$ cat src/rtl/rtmq_trg_fifo.sv
// -----------------------------------------------------------------------------
// rtmq_trg_fifo
//
// Trigger-captured FIFO placed directly after a general-purpose register.
// Every delayed side-effect trigger (f_trg) writes the register's data output
// into a circular buffer. A peripheral consumer reads the buffer over a
// first-word-fall-through valid/ready port. Occupancy, full/empty and a sticky
// overflow flag are exposed so firmware can poll back-pressure.
//
// Handshake: a word moves on the m_* port in any cycle where m_valid and
// m_ready are both high at the rising clk edge. m_valid never depends on
// m_ready, and m_data is meaningful only while m_valid is high.
//
// Optional build macro: RTMQ_TRGFIFO_TSP_EN
//   When defined, a free-running W_TSP-bit counter is stored with every
//   pushed word, and m_data becomes {timestamp, reg_in} (timestamp in MSBs).
//
// Parameters:
//   W_REG      data width (width of the upstream GP register)
//   DEPTH_LOG2 log2 of FIFO depth, legal range 1..8
//   W_TSP      timestamp width (only used with RTMQ_TRGFIFO_TSP_EN)
//
// Ports:
//   clk      system clock, posedge
//   rst_n    asynchronous active-low reset
//   reg_in   data output of the upstream GP register
//   f_trg    write trigger; reg_in is valid in the same cycle
//   ovf_clr  single-cycle pulse clearing f_ovf
//   m_data   head-of-FIFO word
//   m_valid  head word available
//   m_ready  consumer accepts the head word
//   cnt      occupancy, 0..2**DEPTH_LOG2
//   f_empty  cnt == 0
//   f_full   cnt == 2**DEPTH_LOG2
//   f_ovf    sticky overflow flag
// -----------------------------------------------------------------------------
module rtmq_trg_fifo #(
  parameter int W_REG      = 32,
  parameter int DEPTH_LOG2 = 4,
  parameter int W_TSP      = 16
) (
  input  logic                  clk,
  input  logic                  rst_n,
  input  logic [W_REG-1:0]      reg_in,
  input  logic                  f_trg,
  input  logic                  ovf_clr,
`ifdef RTMQ_TRGFIFO_TSP_EN
  output logic [W_TSP+W_REG-1:0] m_data,
`else
  output logic [W_REG-1:0]      m_data,
`endif
  output logic                  m_valid,
  input  logic                  m_ready,
  output logic [DEPTH_LOG2:0]   cnt,
  output logic                  f_empty,
  output logic                  f_full,
  output logic                  f_ovf
);

  localparam int D = 1 << DEPTH_LOG2;

`ifdef RTMQ_TRGFIFO_TSP_EN
  localparam int W_OUT = W_TSP + W_REG;
`else
  localparam int W_OUT = W_REG;
`endif

  localparam logic [DEPTH_LOG2:0]   CNT_FULL = (DEPTH_LOG2+1)'(D);
  localparam logic [DEPTH_LOG2:0]   CNT_ONE  = (DEPTH_LOG2+1)'(1);
  localparam logic [DEPTH_LOG2-1:0] PTR_ONE  = DEPTH_LOG2'(1);

  // Elaboration-time parameter sanity checks.
  generate
    if (DEPTH_LOG2 < 1 || DEPTH_LOG2 > 8) begin : g_bad_depth
      $error("rtmq_trg_fifo: DEPTH_LOG2 must be in 1..8");
    end
    if (W_TSP < 1) begin : g_bad_tsp
      $error("rtmq_trg_fifo: W_TSP must be at least 1");
    end
  endgenerate

  // ---------------------------------------------------------------------------
  // Storage and pointers
  // ---------------------------------------------------------------------------
  logic [W_OUT-1:0]      mem [D];
  logic [DEPTH_LOG2-1:0] wr_ptr;
  logic [DEPTH_LOG2-1:0] rd_ptr;
  logic [W_OUT-1:0]      w_word;
  logic [DEPTH_LOG2:0]   cnt_nxt;

  logic push;
  logic pop;
  logic ovf_evt;

`ifdef RTMQ_TRGFIFO_TSP_EN
  // Free-running timestamp; wraps naturally at 2**W_TSP.
  logic [W_TSP-1:0] tsp_q;

  always_ff @(posedge clk or negedge rst_n) begin
    if (!rst_n) begin
      tsp_q <= '0;
    end else begin
      tsp_q <= tsp_q + W_TSP'(1);
    end
  end

  assign w_word = {tsp_q, reg_in};
`else
  assign w_word = reg_in;
`endif

  // Output is first-word-fall-through: head slot read combinationally.
  assign m_valid = ~f_empty;
  assign m_data  = mem[rd_ptr];

  // A full FIFO still accepts a trigger when the head leaves in the same
  // cycle; the new word lands in the slot being freed.
  assign pop     = m_valid & m_ready;
  assign push    = f_trg & (~f_full | pop);
  assign ovf_evt = f_trg & f_full & ~pop;

  always_comb begin
    cnt_nxt = cnt;
    if (push && !pop) begin
      cnt_nxt = cnt + CNT_ONE;
    end else if (pop && !push) begin
      cnt_nxt = cnt - CNT_ONE;
    end
  end

  // Storage array carries no reset; validity is tracked by cnt alone.
  always_ff @(posedge clk) begin
    if (push) begin
      mem[wr_ptr] <= w_word;
    end
  end

  always_ff @(posedge clk or negedge rst_n) begin
    if (!rst_n) begin
      wr_ptr  <= '0;
      rd_ptr  <= '0;
      cnt     <= '0;
      f_empty <= 1'b1;
      f_full  <= 1'b0;
    end else begin
      if (push) begin
        wr_ptr <= wr_ptr + PTR_ONE;
      end
      if (pop) begin
        rd_ptr <= rd_ptr + PTR_ONE;
      end
      cnt     <= cnt_nxt;
      f_empty <= (cnt_nxt == '0);
      f_full  <= (cnt_nxt == CNT_FULL);
    end
  end

  // Sticky overflow: a drop in the same cycle as ovf_clr keeps the flag set.
  always_ff @(posedge clk or negedge rst_n) begin
    if (!rst_n) begin
      f_ovf <= 1'b0;
    end else if (ovf_evt) begin
      f_ovf <= 1'b1;
    end else if (ovf_clr) begin
      f_ovf <= 1'b0;
    end
  end

endmodule

$ cat config.mk
export PLATFORM = sky130hd
export DESIGN_NAME = rtmq_trg_fifo
export DESIGN_NICKNAME = d
export VERILOG_FILES = /design/src/rtl/rtmq_trg_fifo.sv
export SDC_FILE = /design/constraint.sdc
export NUM_CORES = 1
export LEC_CHECK = 0
export BUFFER_PORTS_ARGS = -buffer_cell sky130_fd_sc_hd__buf_2
export CORE_MARGIN = 3
export CORE_UTILIZATION = 69
export CTS_BUF_LIST = sky130_fd_sc_hd__clkbuf_4
export DETAILED_ROUTE_END_ITERATION = 8
export PLACE_DENSITY = 0.95
export SETUP_SLACK_MARGIN = 0.4
export SLEW_MARGIN = 10
export SYNTH_ARGS = -nofsm -noshare
export SYNTH_HDL_FRONTEND = slang
export SYNTH_SLANG_ARGS = --single-unit
$ cat constraint.sdc
create_clock -name clk -period 8.4 [get_ports clk]
set_input_delay 2.52 -clock clk [delete_from_list [all_inputs] [get_ports clk]]
set_output_delay 2.52 -clock clk [all_outputs]
set_load 0.05 [all_outputs]
# --- Word level (Yosys, flattened, before mapping) ---
# Memories as Yosys holds them, arrays and structs flattened.
# Index checks and enable logic that the tools add are counted.
# W data, S select, Z words.
op_classes:
  addsub: 4
  n_eq_ne: 1
  n_mux: 6
  bitwise: 8
  reduce_logical: 6
ops:
  columns: ["operator", "n"]
  rows:
  - ["$mux W5", 2]
  - ["$add A4 B1 Y4 const B", 2]
  - ["$add A5 B1 Y5 const B", 1]
  - ["$eq A5 B5 Y1 const B", 1]
  - ["$logic_not A5 Y1", 1]
  - ["$sub A5 B1 Y5 const B", 1]
  - ["$and A1 B1 Y1", 4]
  - ["$mux W1", 4]
  - ["$not A1 Y1", 3]
  - ["$logic_and A1 B1 Y1", 2]
  - ["$logic_not A1 Y1", 2]
  - ["$reduce_bool A2 Y1", 1]
  - ["$or A1 B1 Y1", 1]
word_totals:
  reg_bits: 16
  mem_bits_rw: 512
  input_bits: 37
  word_cells: 32
  n_memories: 1
memory_table:
  columns: ["memory", "depth", "word_bits", "rd", "rd_clocked_by_memory_dff", "write_ports", "line_no", "text"]
  rows:
  - ["mem", 16, 32, 1, 0, 1, "85", "logic [W_OUT-1:0] mem [D];"]

# --- Logic depth before layout (Yosys ltp) ---
# Gate-level depths: netlist of the first run.
logic_depth:
  depth_word: 9
  depth_mapped: 7

# --- Least setup slack after synthesis of the first run ---
# Ideal clock, no wire load.
synth_timing:
  path_kind: "in2reg"
  startpoint: "input m_ready"
  endpoint: "memory mem[7][0] (netlist name), enable pin"
  arrival_time_ps: 5598
  t_required_ps: 7932
  setup_slack_ps: 2334
  path_stages: 5
  path_buffers: 1
  path_cell_list: "nand2b_1 > buf_2 > a21boi_1 > nand2_1 > nor3b_1"
synth_via:
  elab_chain_cells: 5
synth_lines:
  columns: ["item", "line_no", "text"]
  rows:
  - ["from (decl)", "53", "input logic m_ready,"]
  - ["$and A1 B1 Y1", "118", "assign pop = m_valid & m_ready;"]
  - ["$or A1 B1 Y1", "119", "assign push = f_trg & (~f_full | pop);"]
  - ["$and A1 B1 Y1", "119", null]
  - ["$mux W1", "133", "if (push) begin"]
  - ["$mux W1 (not written as such)", "134", "mem[wr_ptr] <= w_word;"]
  - ["to (decl)", "85", null]
# No other way between the ends.

# --- Final worst setup path of the first run ---
layout_timing:
  startpoint: "register rd_ptr[1]"
  endpoint: "output m_data[12]"
layout_via:
  elab_chain_cells: 1
layout_lines:
  columns: ["item", "line_no", "text"]
  rows:
  - ["from (decl)", "87", "logic [DEPTH_LOG2-1:0] rd_ptr;"]
  - ["from (signal assigned)", "150", "rd_ptr <= rd_ptr + PTR_ONE;"]
  - ["$mem_v2 Z16 W32", null, null]
  - ["to (decl)", "50", "output logic [W_REG-1:0] m_data,"]
# No other way between the ends.

==> flow_summary.ini, run 1 <==
[outcome]
status = finished, final reports clean

[placed_design]
gp_congestion = 0.718
dp_hpwl_mm = 24.9
io_buffers = 77

[detailed_routing]
wl_per_cell_um = 32.3
wirelength_mm = 47.5
drt_iter0_drc = 1421
viasPerCell = 6.93
vias = 10200
antenna_left = 0
drcViolationCount = 0
drt-pass1-iter-count = 5

[grt]
grt_max_degree = 67
antenna_found_initial = 2
grt_pass1_vias = 10900
grt_pass1_wl_mm = 70.1
grt_use_total = 0.319
overflow = 0

[sta]
final_hold_viol_count = 0
setup_viol = 0
fmax_mhz = 158
tightestPinTransition_ns = 1.29
skew_ns = 0.0721
final.setup.tns_ns = 0
slew_viol_final = 0
min_period_ns = 6.34
post-route-period-util = 0.755
relSlewSlack = 0.143
rsz0062_at_grt = false

[final_layout]
layout-drive-gt1-share = 0.430
final_util = 0.786
multiInputGateArea_um2 = 4200
num-fill-cells = 1306
syn_to_final_growth_pct = 11.9
nNetsFinal = 1045
layout.area.seq_um2 = 15800

[critical_path]
path_common_cell = mux4_2
max_stage_delay_ns = 0.93
cp-end-kind = output port
crit_cells = 4
path_class = reg -> out
crit_chain = buf_4, mux4_2, mux4_2, buf_2
path_delay_family = multiplexers
crit_buf_inv = 2
critPathSlowestCell = dfrtp_4
worst_setup_path_start_kind = flip-flop
cp.arrival_ns = 3.82
worstPathMaxFanout = 53
cp.required_ns = 5.88
reg2regPathDepth = 5

[die]
rows = 62
die_h_um = 177
initial_utilization = 0.703
io_pins = 78
die_w_um = 177
coreArea_um2 = 28800
dieArea_um2 = 31400

[cts]
path_clk_slew_ns = 0.06
cts_tree = yes
cts_hold_buf = 0
cts.sinks = 528
cts_made_buffers = 131
clkLatencyLatePin_ns = 0.82
cts_setup_buffers = 0
cts-root-buf = clkbuf_4
h-tree-depth = 4
cts_resized = 0
cts_buffer_depth = 3

[synthesis]
synth.distinct_cells = 35
synth_edf_count = 512
avgSynthCellArea_um2 = 24.6
synth_flop_cell = edfxtp_1
syn_area_um2 = 20200
async_reset_ff_frac = 0.0303
ys_ff_latch = 528
synthesis.nets = 866
yosysSeqAreaShare = 0.780
ys.warnings.count = 0
netlist_instances = 822

[worst_hold_path]
hold_depth = 1
min_path_type = reg -> reg

[pwr]
ir_worst_vdd_uv = 299
power.density_nw_per_um2 = 364
leakage_nw = 7.43

[run]
cap_violations = 0
## metal layers
metal | up-vias | part of all wire | track usage | wire [um]
met4 | 2 | 0.035 | 0.133 | 1690
met5 | - | 0.00025 | 0 | 12
li1 | 3965 | - | - | -
met2 | 865 | 0.51 | 0.505 | 24200
met1 | 5210 | 0.34 | 0.437 | 16400
met3 | 148 | 0.11 | 0.0830 | 5290
## registers in the layout, summed over array words and instances (netlist names)
signal / count
cnt: 5
f_empty: 1
wr_ptr: 4
f_full: 1
rd_ptr: 4
mem: 512
f_ovf: 1
## cells in the mapped netlist (2+ instances only)
library cell	instances	area (um2)
nand3_1	5	25.0
nor3_1	3	15.0
nand2_1	12	45.0
nand4_1	2	12.5
buf_2	5	25.0
dfrtp_1	15	375
inv_1	7	26.3
clkbuf_1	19	71.3
xor2_1	3	26.3
nand2b_1	2	12.5
nor2b_1	3	18.8
ha_1	7	87.6
buf_1	8	30.0
and3_1	7	43.8
a211oi_1	2	15.0
o21ai_0	3	15.0
nor2_1	6	22.5
mux4_2	160	3600
buf_6	11	124
and2_1	4	25.0
and4_1	5	43.8
a31oi_1	2	12.5
xnor2_1	8	70.1
edfxtp_1	512	15400
## worst paths after layout
check	from	end	slack [ns]
worst max-delay path	rd_ptr[1]	m_data[12]	2.06
worst max register to register	f_empty	mem[3][8]	4.90
worst min-delay path	cnt[4]	cnt[4]	0.50
max in group asynchronous	rst_n	wr_ptr[2]	6.45
worst min register to register	cnt[4]	cnt[4]	0.50
min in group asynchronous	rst_n	cnt[3]	1.63
## worst register-to-register path, delay by kind of cell, from the launching register on
kind | cells | cell delay [ns]
buffers and inverters | 1 | 0.61
and+or+nand+nor | 3 | 1.17
DFF | 1 | 0.39
AOI/OAI and AO/OA | 1 | 0.86
## cell families (layout without fill, tap and decap cells)
| family | after synthesis | in the layout | synth area share |
|---|---|---|---|
| flip-flops | 528 | 528 | 0.780 |
| buffers and inverters | 50 | 310 | 0.0137 |
| adder cells (fa/ha/maj) | 7 | 7 | 0.00433 |
| other | 0 | 4 | 0 |
| multiplexers | 160 | 160 | 0.178 |
| XOR/XNOR | 11 | 11 | 0.00476 |
| AO/OA/AOI/OAI | 13 | 13 | 0.00427 |
| AND/OR/NAND/NOR | 53 | 53 | 0.0148 |
## power breakdown
part | leakage [nW] | switching [mW] | internal, mW
clock | 0.964 | 1.02 | 1.14
combinational | 1.65 | 1.55 | 1.04
sequential | 4.81 | 0.287 | 3.19
total | 7.43 | 2.85 | 5.37
## through the flow
| step | cell area (um2) | power, mW | hold WS [ns] | cells | setup WS [ns] |
|---|---|---|---|---|---|
| after floorplan | 20200 | 5.48 | 0.559 | 822 | 2.33 |
| after global placement | 21000 | 5.96 | 0.493 | 1252 | 2.96 |
| after detailed placement | 21000 | 6.11 | 0.491 | 1252 | 2.90 |
| after CTS | 22600 | 8.27 | 0.503 | 1466 | 2.04 |
| after global routing | 22600 | 8.52 | 0.550 | 1469 | 1.90 |
| final | 22600 | 8.23 | 0.502 | 1470 | 2.06 |
## final cells by class
type | instances | area share
flip-flops and latches | 528 | 0.698
multi-input cells | 244 | 0.186
clock buffers | 180 | 0.0597
repair buffers | 89 | 0.0216
well taps | 384 | 0.0212
clock inverters | 34 | 0.0126
inverters | 7 | 0.00116
diodes | 4 | 0.000442
## cell usage in the layout, fill, tap and decap left out, types with 8 or more instances in the layout
cell type and count:
edfxtp_1 512, mux4_2 160, xnor2_1 8, clkbuf_4 180, buf_2 77, clkinv_1 20
dfrtp_1 11, nand2_1 12, buf_4 11
(Power assumes the default switching activity.)
==> run 2, diff against run 1 <==
--- a/config.mk
+++ b/config.mk
@@ -7,10 +7,10 @@
 export LEC_CHECK = 0
 export BUFFER_PORTS_ARGS = -buffer_cell sky130_fd_sc_hd__buf_2
 export CORE_MARGIN = 3
-export CORE_UTILIZATION = 69
+export CORE_UTILIZATION = 64
 export CTS_BUF_LIST = sky130_fd_sc_hd__clkbuf_4
 export DETAILED_ROUTE_END_ITERATION = 8
-export PLACE_DENSITY = 0.95
+export PLACE_DENSITY = 0.94
 export SETUP_SLACK_MARGIN = 0.4
 export SLEW_MARGIN = 10
 export SYNTH_ARGS = -nofsm -noshare
==> constraint.sdc (replaced) <==
create_clock -name clk -period 5.9 [get_ports clk]
set_input_delay 1.77 -clock clk [delete_from_list [all_inputs] [get_ports clk]]
set_output_delay 1.77 -clock clk [all_outputs]
set_load 0.05 [all_outputs]
==> run 2 against run 1 <==
  * First-iteration DRC count fell by 16%
  * Global-route usage fell by 4.6 points
  * Hold slack got worse by 0.0048 ns
  * Critical endpoint is now m_data[28]
  * Register-to-register slack got worse by 2.1 ns
  * Critical path depth did not move
  * Sequential power rose by 42%
  * Highest routed layer is now met4
  * Worst setup slack got worse by 1.4 ns
  * Flip-flop and latch count did not move
  * Routed wire length fell by 7.1%
  * Design area rose by 0.45%
  * Sequential share of layout area fell by 0.31 points
  * Largest power group unchanged
  * Combinational power rose by 42%
==> flow_summary.ini, run 2 (same netlist as run 1, synthesis figures left out) <==
[cts]
cts_hold_buf = 0
cts-root-buf = clkbuf_4
h-tree-depth = 4
cts_setup_buffers = 0
cts_made_buffers = 131
cts_resized = 0
cts_buffer_depth = 3
clkLatencyLatePin_ns = 0.79
cts.sinks = 528
cts_tree = yes
path_clk_slew_ns = 0.07

[detailed_routing]
antenna_left = 0
wirelength_mm = 44.2
vias = 9799
drcViolationCount = 0
wl_per_cell_um = 29.5
viasPerCell = 6.55
drt_iter0_drc = 1189
drt-pass1-iter-count = 5

[sta]
setup_viol = 0
final_hold_viol_count = 0
tightestPinTransition_ns = 1.23
final.setup.tns_ns = 0
post-route-period-util = 0.883
skew_ns = 0.0564
slew_viol_final = 0
rsz0062_at_grt = false
relSlewSlack = 0.177
min_period_ns = 5.21
fmax_mhz = 192

[final_layout]
top_register = mem
syn_to_final_growth_pct = 12.4
final_cell_mix = edfxtp_1 (512), clkbuf_4 (186), mux4_2 (160)
top_regs = mem (512), cnt (5)
num-fill-cells = 1579
layout-drive-gt1-share = 0.434
layout_commonest_cell = edfxtp_1
nNetsFinal = 1050
fin_area_um2 = 22700
largest_register_ffs = 512

[critical_path]
worst_setup_path_start_kind = flip-flop
path_class = reg -> out
regToRegStartpoint = f_empty
cp.arrival_ns = 3.44
r2r_end = mem[6][15]
rrSetupSlack_ns = 2.78
reg2regPathDepth = 5
max_stage_delay_ns = 0.92
cp-end-kind = output port
path_common_cell = mux4_2
cp.required_ns = 4.13
crit_start = rd_ptr[1]
endpoint = m_data[28]
critPathSlowestCell = dfrtp_4
worstPathMaxFanout = 49
crit_chain = buf_4, mux4_2, mux4_2, buf_2

[run]
cap_violations = 0

[die]
initial_utilization = 0.656
die_h_um = 184
coreArea_um2 = 30800
dieArea_um2 = 33800
io_pins = 78
die_w_um = 184
rows = 64

[placed_design]
io_buffers = 77
placed_area_um2 = 21100
dp_hpwl_mm = 23.3
gp_congestion = 0.728

[grt]
grt_pass1_wl_mm = 65.2
grt_pass1_vias = 10500
grt_max_degree = 55
overflow = 0
grt_use_total = 0.274
antenna_found_initial = 2

[outcome]
status = finished, final reports clean

[pwr]
power.density_nw_per_um2 = 512
leakage_nw = 7.49
ir_worst_vdd_uv = 509

[worst_hold_path]
min_path_type = reg -> reg
==> run 2: cell types whose count changed in the layout (fill, tap and decap cells not counted), sizes merged <==
cell / previous run / this run
clkbuf: 180 / 186
clkinv: 25 / 31
buf: 89 / 94
diode: 4 / 2
bufinv: 5 / 4
inv: 10 / 11
==> run 2: power by group <==
part / internal (mW) / leakage [nW] / switching, mW
Combinational: 1.51 / 1.69 / 2.18
Clock: 1.63 / 0.992 / 1.39
Sequential: 4.53 / 4.81 / 0.390
Total: 7.67 / 7.49 / 3.97
==> run 2: worst max-delay path, delay by kind of cell (launching register included) <==
kind	cells	cell delay, ns
buffers and inverters	2	0.78
flip-flops	1	0.92
multiplexers	2	0.92
==> run 2: worst min path at each step <==
stage                      endpoint  cells after the start  slack [ns]       from
after global routing         cnt[4]                      1        0.53     cnt[4]
after global placement       cnt[4]                      1        0.49     cnt[4]
after detailed placement     cnt[4]                      1        0.49     cnt[4]
after floorplan           rd_ptr[1]                      3        0.56  rd_ptr[0]
after CTS                    cnt[4]                      1        0.51     cnt[4]
final                        cnt[4]                      1        0.50     cnt[4]
==> run 2: through the flow <==
stage / hold WS (ns) / setup slack [ns] / utilization / power [mW] / cells
after floorplan: 0.559 / 0.584 / - / 7.80 / 822
after global placement: 0.489 / 1.56 / 0.683 / 8.52 / 1269
after CTS: 0.506 / 0.663 / 0.737 / 11.7 / 1495
final: 0.497 / 0.692 / 0.737 / 11.6 / 1497
after detailed placement: 0.491 / 1.45 / 0.683 / 8.69 / 1269
after global routing: 0.526 / 0.555 / 0.737 / 12.1 / 1497
==> run 2: final cells by class <==
type | count | area [um2] | share of cell area
diodes | 2 | 5.00 | 0.000220
clock buffers | 186 | 1400 | 0.0614
flip-flops and latches | 528 | 15800 | 0.694
multi-input cells | 244 | 4200 | 0.185
repair buffers | 94 | 551 | 0.0242
inverters | 7 | 26.3 | 0.00116
clock inverters | 40 | 270 | 0.0119
well taps | 396 | 495 | 0.0218
==> run 2: metal layers <==
metal  part of all wire  GRT usage  vias to the layer above
li1                   -          -                     3984
met1               0.36      0.372                     5019
met2               0.52      0.440                      701
met3               0.10     0.0700                       95
met4              0.026      0.107                        0
met5                  0          0                        -
